<file path="src/rtl/n1_pkg.sv">
// ============================================================================
// Module   : n1_pkg
// Desc     : Shared n1 types and constants: loader states, RAM geometry, opcodes.
// Revision : 1.0 - initial release
// ============================================================================
`default_nettype none

package n1_pkg;

  localparam int N1_RAM_SIZE = 128;
  localparam int N1_WORD_W   = 16;

  typedef enum logic [2:0] {
    COUNT = 3'd0,
    HI    = 3'd1,
    LO    = 3'd2,
    WRITE = 3'd3,
    CHK   = 3'd4,
    RUN   = 3'd5,
    ERR   = 3'd6
  } ld_state_t;

  // Top three bits of an n1 instruction word select the major opcode class
  localparam logic [2:0] N1_OP_JMP  = 3'b000;
  localparam logic [2:0] N1_OP_JZ   = 3'b001;
  localparam logic [2:0] N1_OP_CALL = 3'b010;
  localparam logic [2:0] N1_OP_ALU  = 3'b011;
  localparam logic [0:0] N1_OP_LIT  = 1'b1;

  function automatic logic ld_state_ready(input ld_state_t s);
    return (s == COUNT) || (s == HI) || (s == LO) || (s == CHK);
  endfunction

endpackage

`default_nettype wire

</file>
<file path="src/rtl/n1_program_loader.sv">
// ============================================================================
// Module   : n1_program_loader
// Desc     : Streams a framed byte image into n1 CPU RAM while holding the CPU
//            in reset. Optional trailing checksum: N1_LOADER_CHECKSUM_EN.
// Revision : 1.0 - initial release
// ============================================================================
`default_nettype none

module n1_program_loader
  import n1_pkg::*;
#(
  parameter  int RAM_SIZE  = N1_RAM_SIZE,
  localparam int ADDR_BITS = $clog2(RAM_SIZE)
) (
  input  logic                  clk,
  input  logic                  rst,
  input  logic [7:0]            in_data,
  input  logic                  in_valid,
  output logic                  in_ready,
  input  logic                  start,
  output logic [ADDR_BITS-1:0]  ld_addr,
  output logic [N1_WORD_W-1:0]  ld_data,
  output logic                  ld_we,
  output logic                  cpu_hold,
  output logic                  done,
  output logic                  error
);

  ld_state_t              state_q, state_d;
  logic [ADDR_BITS-1:0]   addr_q, addr_d;
  logic [ADDR_BITS-1:0]   last_q, last_d;
  logic [N1_WORD_W-1:0]   data_q, data_d;
  logic                   ready_q, ready_d;
  logic                   we_q, we_d;
  logic                   hold_q, hold_d;
  logic                   done_q, done_d;
  logic                   err_q, err_d;
  logic                   xfer;

`ifdef N1_LOADER_CHECKSUM_EN
  logic [7:0] sum_q, sum_d;
  logic [7:0] chk_total;
  assign chk_total = sum_q + in_data;
`endif

  assign xfer = in_valid && ready_q;

  always_comb begin
    state_d = state_q;
    addr_d  = addr_q;
    last_d  = last_q;
    data_d  = data_q;
`ifdef N1_LOADER_CHECKSUM_EN
    sum_d   = sum_q;
`endif
    case (state_q)
      COUNT: begin
        if (xfer) begin
          if (in_data == 8'd0 || int'(in_data) > RAM_SIZE) begin
            state_d = ERR;
          end else begin
            // Count is range-checked, so N-1 always fits the address width
            last_d  = ADDR_BITS'(in_data - 8'd1);
            addr_d  = '0;
            state_d = HI;
          end
        end
      end
      HI: begin
        if (xfer) begin
          data_d[15:8] = in_data;
`ifdef N1_LOADER_CHECKSUM_EN
          sum_d        = sum_q + in_data;
`endif
          state_d      = LO;
        end
      end
      LO: begin
        if (xfer) begin
          data_d[7:0] = in_data;
`ifdef N1_LOADER_CHECKSUM_EN
          sum_d       = sum_q + in_data;
`endif
          state_d     = WRITE;
        end
      end
      WRITE: begin
        if (addr_q == last_q) begin
`ifdef N1_LOADER_CHECKSUM_EN
          state_d = CHK;
`else
          state_d = RUN;
`endif
        end else begin
          addr_d  = addr_q + 1'b1;
          state_d = HI;
        end
      end
      CHK: begin
`ifdef N1_LOADER_CHECKSUM_EN
        if (xfer) begin
          state_d = (chk_total == 8'h00) ? RUN : ERR;
        end
`else
        state_d = ERR;
`endif
      end
      RUN: begin
        if (start) begin
          addr_d  = '0;
`ifdef N1_LOADER_CHECKSUM_EN
          sum_d   = 8'h00;
`endif
          state_d = COUNT;
        end
      end
      ERR: begin
        if (start) begin
`ifdef N1_LOADER_CHECKSUM_EN
          sum_d   = 8'h00;
`endif
          state_d = COUNT;
        end
      end
      default: state_d = ERR;
    endcase

    // Outputs are registered versions of the next-state decode
    ready_d = ld_state_ready(state_d);
    we_d    = (state_d == WRITE);
    hold_d  = (state_d != RUN);
    done_d  = (state_d == RUN);
    err_d   = (state_d == ERR);
  end

  always_ff @(posedge clk or posedge rst) begin
    if (rst) begin
      state_q <= COUNT;
      addr_q  <= '0;
      last_q  <= '0;
      data_q  <= '0;
      ready_q <= 1'b1;
      we_q    <= 1'b0;
      hold_q  <= 1'b1;
      done_q  <= 1'b0;
      err_q   <= 1'b0;
`ifdef N1_LOADER_CHECKSUM_EN
      sum_q   <= 8'h00;
`endif
    end else begin
      state_q <= state_d;
      addr_q  <= addr_d;
      last_q  <= last_d;
      data_q  <= data_d;
      ready_q <= ready_d;
      we_q    <= we_d;
      hold_q  <= hold_d;
      done_q  <= done_d;
      err_q   <= err_d;
`ifdef N1_LOADER_CHECKSUM_EN
      sum_q   <= sum_d;
`endif
    end
  end

  assign in_ready = ready_q;
  assign ld_addr  = addr_q;
  assign ld_data  = data_q;
  assign ld_we    = we_q;
  assign cpu_hold = hold_q;
  assign done     = done_q;
  assign error    = err_q;

endmodule

`default_nettype wire

</file>
<file path="config.mk">
export PLATFORM = sky130hd
export DESIGN_NAME = n1_program_loader
export DESIGN_NICKNAME = d
export VERILOG_FILES = /design/src/rtl/n1_pkg.sv /design/src/rtl/n1_program_loader.sv
export SDC_FILE = /design/constraint.sdc
export NUM_CORES = 1
export LEC_CHECK = 0
export CORE_ASPECT_RATIO = 0.7
export CORE_MARGIN = 10
export CORE_UTILIZATION = 45
export DETAILED_ROUTE_END_ITERATION = 6
export GPL_TIMING_DRIVEN = 0
export PLACE_DENSITY = 0.84
export RECOVER_POWER = 25
export SETUP_SLACK_MARGIN = 0.02
export SLEW_MARGIN = 5
export SYNTH_ARGS = -nofsm -noshare
export SYNTH_HDL_FRONTEND = slang
export SYNTH_SLANG_ARGS = --single-unit
export TNS_END_PERCENT = 10
</file>
<file path="constraint.sdc">
create_clock -name clk -period 1.8 [get_ports clk]
set_clock_uncertainty 0.2 [all_clocks]
set_input_delay 0.36 -clock clk [delete_from_list [all_inputs] [get_ports clk]]
set_output_delay 0.36 -clock clk [all_outputs]
set_load 0.01 [all_outputs]
</file>
==> results of run 1 <==
-- logic make-up after synthesis --
kind of cell	Yosys count	synth area share, %
simple gates	43	12.75
compound gates	28	9.953
buf+inv	14	3.681
xor+xnor	12	5.726
mux	24	14.59
fa+ha+maj	2	1.363
flops	38	51.94
-- worst max-delay path, delay by kind of cell (launching register included) --
kind	cells	cell delay, ps
DFF	1	450
and+or+nand+nor	4	1010
muxes	1	120
-- timing repair --
action	CTS	global route
hold endpoints to repair	0	0
gates resized for setup	45	35
pin swaps	6	9
endpoints found under the setup margin	45	49
setup buffers	5	12
-- Yosys cell counts, drive strengths merged, types with 4 or more instances --
library cell | number | area, µm²
inv | 8 | 30.03
mux2 | 22 | 247.7
xnor2 | 8 | 70.07
o21a | 4 | 30.03
nand3 | 6 | 30.03
a21oi | 11 | 55.05
dfrtp | 36 | 900.9
nor2 | 6 | 22.52
xor2 | 4 | 35.03
nand2 | 16 | 67.56
-- power breakdown --
group	leakage, nW	internal [mW]	switching (mW)	total, mW
Sequential	0.462	1.25	0.307	1.56
Combinational	0.854	1.28	0.918	2.20
Clock	0.0575	0.387	0.297	0.683
Total	1.37	2.92	1.52	4.44
-- flip-flops by register name (all words and copies together) (netlist names) --
register / cells
done: 1
ld_addr: 7
ld_we: 1
ld_data: 16
error: 1
state_q: 3
last_q: 7
cpu_hold: 1
in_ready: 1
-- layout by cell type (no fill, tap or decap), drive strengths merged, types with 2 or more instances in the layout --
| cell | synthesis | layout |
|---|---|---|
| nand3 | 6 | 6 |
| o21a | 4 | 4 |
| clkdlybuf4s50 | 0 | 7 |
| mux2 | 22 | 22 |
| nor3 | 3 | 3 |
| dfrtp | 36 | 36 |
| ha | 2 | 2 |
| dlymetal6s2s | 0 | 14 |
| a41oi | 2 | 2 |
| buf | 3 | 24 |
| nand2 | 16 | 16 |
| xnor2 | 8 | 8 |
| a31oi | 3 | 3 |
| nor3b | 2 | 2 |
| and3 | 3 | 3 |
| clkbuf | 3 | 9 |
| dlygate4sd2 | 0 | 14 |
| mux2i | 2 | 2 |
| o211ai | 3 | 3 |
| xor2 | 4 | 4 |
| inv | 8 | 8 |
| dfstp | 2 | 2 |
| nor2 | 6 | 6 |
| a21oi | 11 | 11 |
-- worst min-delay path by stage --
stage                start     endpoint  slack (ps)  depth (start not counted)
2_1_floorplan    last_q[0]    last_q[0]         300                          1
3_3_place_gp    ld_data[5]   ld_data[5]         290                          1
3_5_place_dp   ld_data[10]  ld_data[10]         300                          1
4_1_cts         in_data[1]   ld_data[1]         270                          2
5_1_grt         in_data[0]    last_q[0]         230                          3
6_report        in_data[0]   ld_data[8]         220                          2
-- metal layers --
metal	global-route usage, %	up-vias
li1	-	689
met2	15.86	48
met5	0	-
met4	5.788	0
met1	15.31	673
met3	7.121	6
-- cell type report --
type,count,area [µm²]
Buffer,5,60.06
Clock buffer,8,110.1
Fill cell,282,1177
Inverter,8,50.05
Multi-Input combinational cell,109,962.2
Sequential cell,38,959.7
Tap cell,52,65.06
Timing Repair Buffer,56,538.0
-- per-stage QoR --
step	instance area, µm²	power, mW	hold slack [ps]
3_5_place_dp	2364	3.467	295.1
3_3_place_gp	2364	3.425	288.1
4_1_cts	2569	4.279	266.9
5_1_grt	2745	4.743	230.0
6_report	2745	4.440	221.5
2_1_floorplan	1908	2.658	303.3
==> results by stage, run 1 <==
Final layout:
- The number of antenna diodes in the final layout is 0.
- Leaving out filler cells and counting taps, the final layout contains 276.
- Of the cells placed in the final design, the portion with a size suffix greater than 1 is 38.84%.
- In the final design database the tool counted 237 nets.
- The layout overhead on the synthesized area is 49.56%.
- For this run, the share of the core covered by cells in the final layout is 69.98%.

Status:
- The flow ran to the end, but the final reports show violations.
- The final reports fail on setup timing.

Drt:
- Across all layers, the routed design uses 1416 vias.
- The highest routed metal layer is met4.
- Once detail routing completed, the nets flagged for antenna violations numbered 0.
- For this run, the detailed router's first-pass iteration total came to 4.
- The routed length on met1 is 2.033 mm.
- The average wire per cell in the routed design is 16.00 µm.
- The total length of routed wires is 4.416 mm.
- For this block, the initial DRC count from the detailed router was 51.
- After detailed routing, the number of remaining DRC violations is 0.
- Dividing the detail-routed via count by the number of cells gives 5.130.
- After detailed routing, the met2 layer carries 1.875 mm of wire.
- Wire segments on met3 add up to 446 µm in the final route.

Setup path:
- The critical path endpoint is ld_addr[1].
- The maximum fanout along the worst path is 7.
- The length in cells of the worst reg-to-reg path is 5.
- Walking the worst path, the cells encountered are nand2_4 -> or2_4 -> or4_4 -> and3_4 -> mux2i_1.
- The slack of the worst reg-to-reg path is -90 ps.
- The nature of the critical path endpoint is a register.
- The largest single stage delay on the critical path is 500 ps.
- The launch point of the worst reg-to-reg path is state_q[0].
- The required time of the worst setup path is 1780 ps.
- The largest individual stage delay along the critical path comes from the cell sky130_fd_sc_hd__or4_4.
- Tracing the worst setup path back leads to its startpoint at state_q[0].
- At the worst endpoint, the arrival time is 1870 ps.
- The endpoint identified for the worst register-to-register timing path is ld_addr[1].
- The critical path in this run is classified as reg2reg.
- The startpoint class of the critical path is a register.

Global route:
- Global routing used 12.08% of the available tracks.
- For this run the aggregate overflow at the end of global routing stands at 0.
- The pin count of the biggest net entering global routing is 39.
- The first global-routing pass estimated 6.589 mm of wire.
- The number of global-route vias before repair came to 1379.
- The initial antenna violation count is 0.

Placement:
- The number of placed instances, taps included, is 252.
- The placement-stage worst setup slack is -1075 ps.
- Routability-driven placement finished with a final weighted congestion of 0.8181.
- In this run the tool buffered the top-level ports with 39 buffer cells.
- Detailed placement finished with a half-perimeter wire length of 2.924 mm.

Yosys:
- The number of flops mapped to enable cells by yosys is 0.
- Synthesis produced 161 cells.
- The async set or reset register ratio after synthesis is 100.0%.
- Of the synthesized area, sequential elements account for 51.94%.
- Counting flops and latches in the post-synthesis netlist gives 38.
- The number of nets handed over by synthesis was 175.
- The Yosys warning count is 0.
- The number of distinct library cells after synthesis is 36.
- Among all flip-flop cells after synthesis, the most frequent one is sky130_fd_sc_hd__dfrtp_1.
- Averaged over all synthesized cells, the footprint is 11.40 µm².
- The cell area after synthesis is 1836 µm².

CTS:
- The number of buffers created by CTS is 5.
- The clock transition at the registers of the reported paths is 70 ps.
- For this design, the sink count on the clock tree is 38.
- The number of H-tree branching levels is 2.
- The clock latency of the later-clocked register in the worst-skew pair is 290 ps.
- In this run the clock root is driven by a sky130_fd_sc_hd__clkbuf_8.
- The number of buffers on the longest clock path is 2.
- The clock tree from TritonCTS is yes.
- For this design, the CTS-stage hold fixing added 0 buffers.

Power and ir drop:
- For this design the ratio of total power to cell area is 1617 nW/µm².
- Across the VDD grid, the largest voltage drop is 1.003 mV.
- The reported leakage power is 1.373 nW.

STA:
- Setup slack on the critical path of the routed design comes to -89.15 ps.
- The clock period minus final worst setup slack is 1889 ps.
- Setup repair after global routing could not meet its margin everywhere.
- At the pin with the least slew margin, the transition time is 768.3 ps.
- The accumulated negative setup slack is -1029 ps.
- The count of pins over their slew limit is 0.
- The post-route fraction of the period consumed by the critical path is 105.0%.
- The final count of hold timing violations is 0.
- The worst pin sits at a relative slew slack of 48.70%.
- Setup violations remaining at the end of the flow were counted as 32.
- Based on the critical path, the design can be clocked at up to 0.5293 GHz.

Die:
- The region available for standard cell placement spans 3923 µm².
- The number of cell rows is 19.
- For this configuration, the core starts out at a cell density of 46.79%.
- During I/O placement, the number of pins put on the boundary was 40.
- The full die area is 7074 µm².
- The vertical die dimension is 73.44 µm.
- From left edge to right edge, the die measures 96.34 µm.

Flow run:
- The number of maximum-capacitance constraint violations is 0.

Hold path:
- The tightest min-delay check is of the in2reg type.
(Power assumes the default switching activity.)
==> run 2: changes to the inputs <==
--- a/config.mk
+++ b/config.mk
@@ -6,8 +6,9 @@
 export NUM_CORES = 1
 export LEC_CHECK = 0
 export CORE_ASPECT_RATIO = 0.7
-export CORE_MARGIN = 10
+export CORE_MARGIN = 4
 export CORE_UTILIZATION = 45
+export CTS_CLUSTER_SIZE = 16
 export DETAILED_ROUTE_END_ITERATION = 6
 export GPL_TIMING_DRIVEN = 0
 export PLACE_DENSITY = 0.84
==> run 2 against run 1 <==
Against the previous run: the flow still finishes with violations (setup timing); register-to-register slack got worse by 30 ps; sequential cell count did not move; critical path type unchanged; final cell count fell by 3.3%; die area fell by 27%; wire length fell by 8.5%; count of clock-buffer cells in the layout fell by 2; non-clock buffer count fell by 9; critical path depth rose by 1; sequential share of layout area rose by 2.1 points; global-route usage rose by 5.2 points; final area fell by 5.7%; worst hold slack improved by 5.2 ps.
==> results by stage, run 2 (synthesis gave the netlist of run 1 again) <==
Status:
- The flow ran to the end, but the final reports show violations.
- The final reports fail on setup timing.

Setup path:
- The type of the worst setup path is reg2reg.
- The biggest cell delay along the critical path is 540 ps (+40 ps).
- The worst setup path is captured at a register.
- The maximum fanout along the worst path is 7 (unchanged).
- The count of buffer and inverter cells on the critical path is 1 (+1).
- Traced cell by cell, the critical path runs through clkbuf_8 -> xnor2_2 -> nand2_1 -> or4_4 -> and3_4 -> a21oi_1.
- The cell family contributing the most delay on the critical path is simple AND/OR/NAND/NOR gates.
- STA classifies the critical path startpoint as a register.
- The required time of the worst setup path is 1800 ps (+20 ps).
- The arrival time reported for the critical path endpoint is 1930 ps (+60 ps).
- The library cell contributing the largest single delay on the critical path is sky130_fd_sc_hd__or4_4.

CTS:
- The clock latency of the later-clocked register in the worst-skew pair came to 290 ps (about the same).
- The number of H-tree branching levels is 2 (unchanged).
- The clock sink count is 38 (unchanged).
- The clock tree from TritonCTS is yes.
- The clock transition at the registers of the reported paths is 80 ps (about the same).
- The number of buffers on the longest clock path is 2 (unchanged).
- The tree is rooted in a sky130_fd_sc_hd__clkbuf_8.
- The number of buffers created by CTS came to 5 (unchanged).
- The number of buffers added to fix hold violations after cts is 0 (unchanged).

Drt:
- The violation count after the first detailed-route iteration is 43 (-16%).
- The remaining routing DRC violations came to 0 (unchanged).
- The via density per instance is 5.315 (+3.6%).
- The vias after detailed routing was 1419 (+0.21%).
- The first-pass iteration count of the detailed router is 4 (unchanged).
- The remaining antenna violation count after routing is 0 (unchanged).
- The average wire per cell in the routed design was 15.13 µm (-5.4%).
- The total length of routed wires was 4.041 mm (-8.5%).

Final layout:
- The flip-flop count of the largest register after layout came to 16 (unchanged).
- The core utilization of the finished layout is 66.00% (-4.0 points).
- The share of cells above drive strength 1 is 33.95% (-4.9 points).
- The sequential cell area is 959.7 µm² (unchanged).
- The top cell types in the final layout, fill and taps aside, are 31 x sky130_fd_sc_hd__dfrtp_1, 18 x sky130_fd_sc_hd__clkdlybuf4s50_1, 16 x sky130_fd_sc_hd__mux2_2, 13 x sky130_fd_sc_hd__nand2_1, 13 x sky130_fd_sc_hd__dlygate4sd2_1.
- The number of diodes was 0 (unchanged).
- The count of nets after finishing was 228 (-3.8%).
- The library cell used most frequently in the layout, excluding fill and tap cells, is sky130_fd_sc_hd__dfrtp_1.
- The number of filler cells placed in the layout is 318 (+13%).
- The multi-input combinational cell area came to 913.4 µm² (-5.1%).
- The layout overhead on the synthesized area is 41.04%.

STA:
- The number of setup violations in the final report was 18 (-44%).
- The worst max-slew margin expressed relative to the limit is 47.41% (-1.3 points).
- The clock period minus final worst setup slack was 1924 ps (+34.77 ps).
- The final count of hold timing violations was 0 (unchanged).
- The actual slew at the worst max-slew pin came to 787.7 ps (+19.34 ps).
- Setup repair after global routing could not meet its margin everywhere.
- The highest achievable clock rate is 0.5198 GHz (-1.8%).
- The final worst slack is -123.9 ps (-34.77 ps).
- The count of pins over their slew limit is 0 (unchanged).
- The post-route fraction of the period consumed by the critical path is 106.9% (+1.9 points).

Die:
- The vertical die dimension came to 61.44 µm (-16%).
- The number of ports placed on the die boundary is 40 (unchanged).
- The full die area is 5181 µm² (-27%).
- The area of the core is 3923 µm² (unchanged).
- The starting density of the core is 46.79% (unchanged).
- The number of cell rows is 19 (unchanged).
- The die width was 84.34 µm (-12%).

Power and ir drop:
- The register share of total power is 36.9% (+1.9 points).
- The clock network power share is 14.8% (-0.6 points).
- The internal power component is 2.705 mW (-7.3%).
- The reported net switching power is 1.461 mW (-4.0%).
- The switching part of the total power is 35.07% (+0.79 points).
- The share of power burned in combinational logic is 48.2% (-1.4 points).
- The final total power is 4.166 mW (-6.2%).
- The reported leakage power came to 1.182 nW (-14%).
- The power per cell area is 1609 nW/µm² (-0.49%).
- The peak ir drop on the vdd network came to 0.9683 mV (-3.5%).

Hold path:
- The classification of the worst-slack hold path is in2reg.

Global route:
- The number of global-route vias before repair is 1415 (+2.6%).
- The initial antenna violation count is 0 (unchanged).
- The total global routing track utilization is 17.27% (+5.2 points).
- The pin count of the biggest net entering global routing was 39 (unchanged).
- The wire length of the first global-routing pass is 6.824 mm (+3.6%).
- The sum of overflow across all layers after global routing came to 0 (unchanged).

Flow run:
- The number of maximum-capacitance constraint violations was 0 (unchanged).

Placement:
- The last weighted congestion value of the routability-driven placer is 0.8279 (+1.2%).
- The number of buffers inserted by port buffering came to 39 (unchanged).
- The placed wire-length estimate was 2.833 mm (-3.1%).
## run 2: final timing paths
path                                   from           to  slack [ps]  cells past startpoint
worst max register to register   ld_addr[4]   ld_addr[2]        -120                      6
worst max-delay path             ld_addr[4]   ld_addr[2]        -120                      6
min in group asynchronous               rst        ld_we         470                      2
worst min register to register  ld_data[11]  ld_data[11]         300                      1
max in group asynchronous               rst   ld_addr[2]         380                      2
worst min-delay path             in_data[0]   ld_data[8]         230                      2
## run 2: through the flow
step	area, µm²	instances	worst slack, ps	setup TNS, ps	hold WS (ps)
floorplan	1908	161	-216.5	-4435	303.3
global placement	2364	252	-1023	-42220	287.9
detailed placement	2364	252	-1076	-26840	295.7
CTS	2545	264	-152.0	-2747	312.0
global route	2589	267	-197.3	-3085	228.7
finish	2589	267	-123.9	-1395	226.7
## run 2: routing by layer
layer	wire, µm	part of all wire [%]	vias up	track usage, %
li1	-	-	672	-
met1	1897	47	707	22.65
met2	1752	43	37	26.29
met3	360	8.9	3	8.021
met4	30	0.74	0	4.740
met5	0	0	-	0
## run 2: power groups by stage
stage | Combinational [mW] | Sequential (mW) | Clock, mW
5_1_grt | 2.20 | 1.60 | 0.679
2_1_floorplan | 1.04 | 1.62 | 0
6_report | 2.01 | 1.54 | 0.617
3_3_place_gp | 1.89 | 1.52 | 0
3_5_place_dp | 1.92 | 1.54 | 0
4_1_cts | 1.97 | 1.54 | 0.631
## run 2: cell type report
type	instances	share of cell area (%)
Multi-Input combinational cell	109	35.28
Buffer	5	2.368
Clock inverter	2	0.4833
Tap cell	52	2.513
Sequential cell	38	37.07
Timing Repair Buffer	47	17.16
Inverter	8	1.933
Clock buffer	6	3.190
## run 2: repair_timing
item / CTS / global route
gates resized for setup: 38 / 19
buffers inserted: 5 / 3
gates cloned: 0 / 0
endpoints found under the setup margin: 46 / 53
pin swaps: 5 / 5
endpoints found under the hold margin: 0 / 0
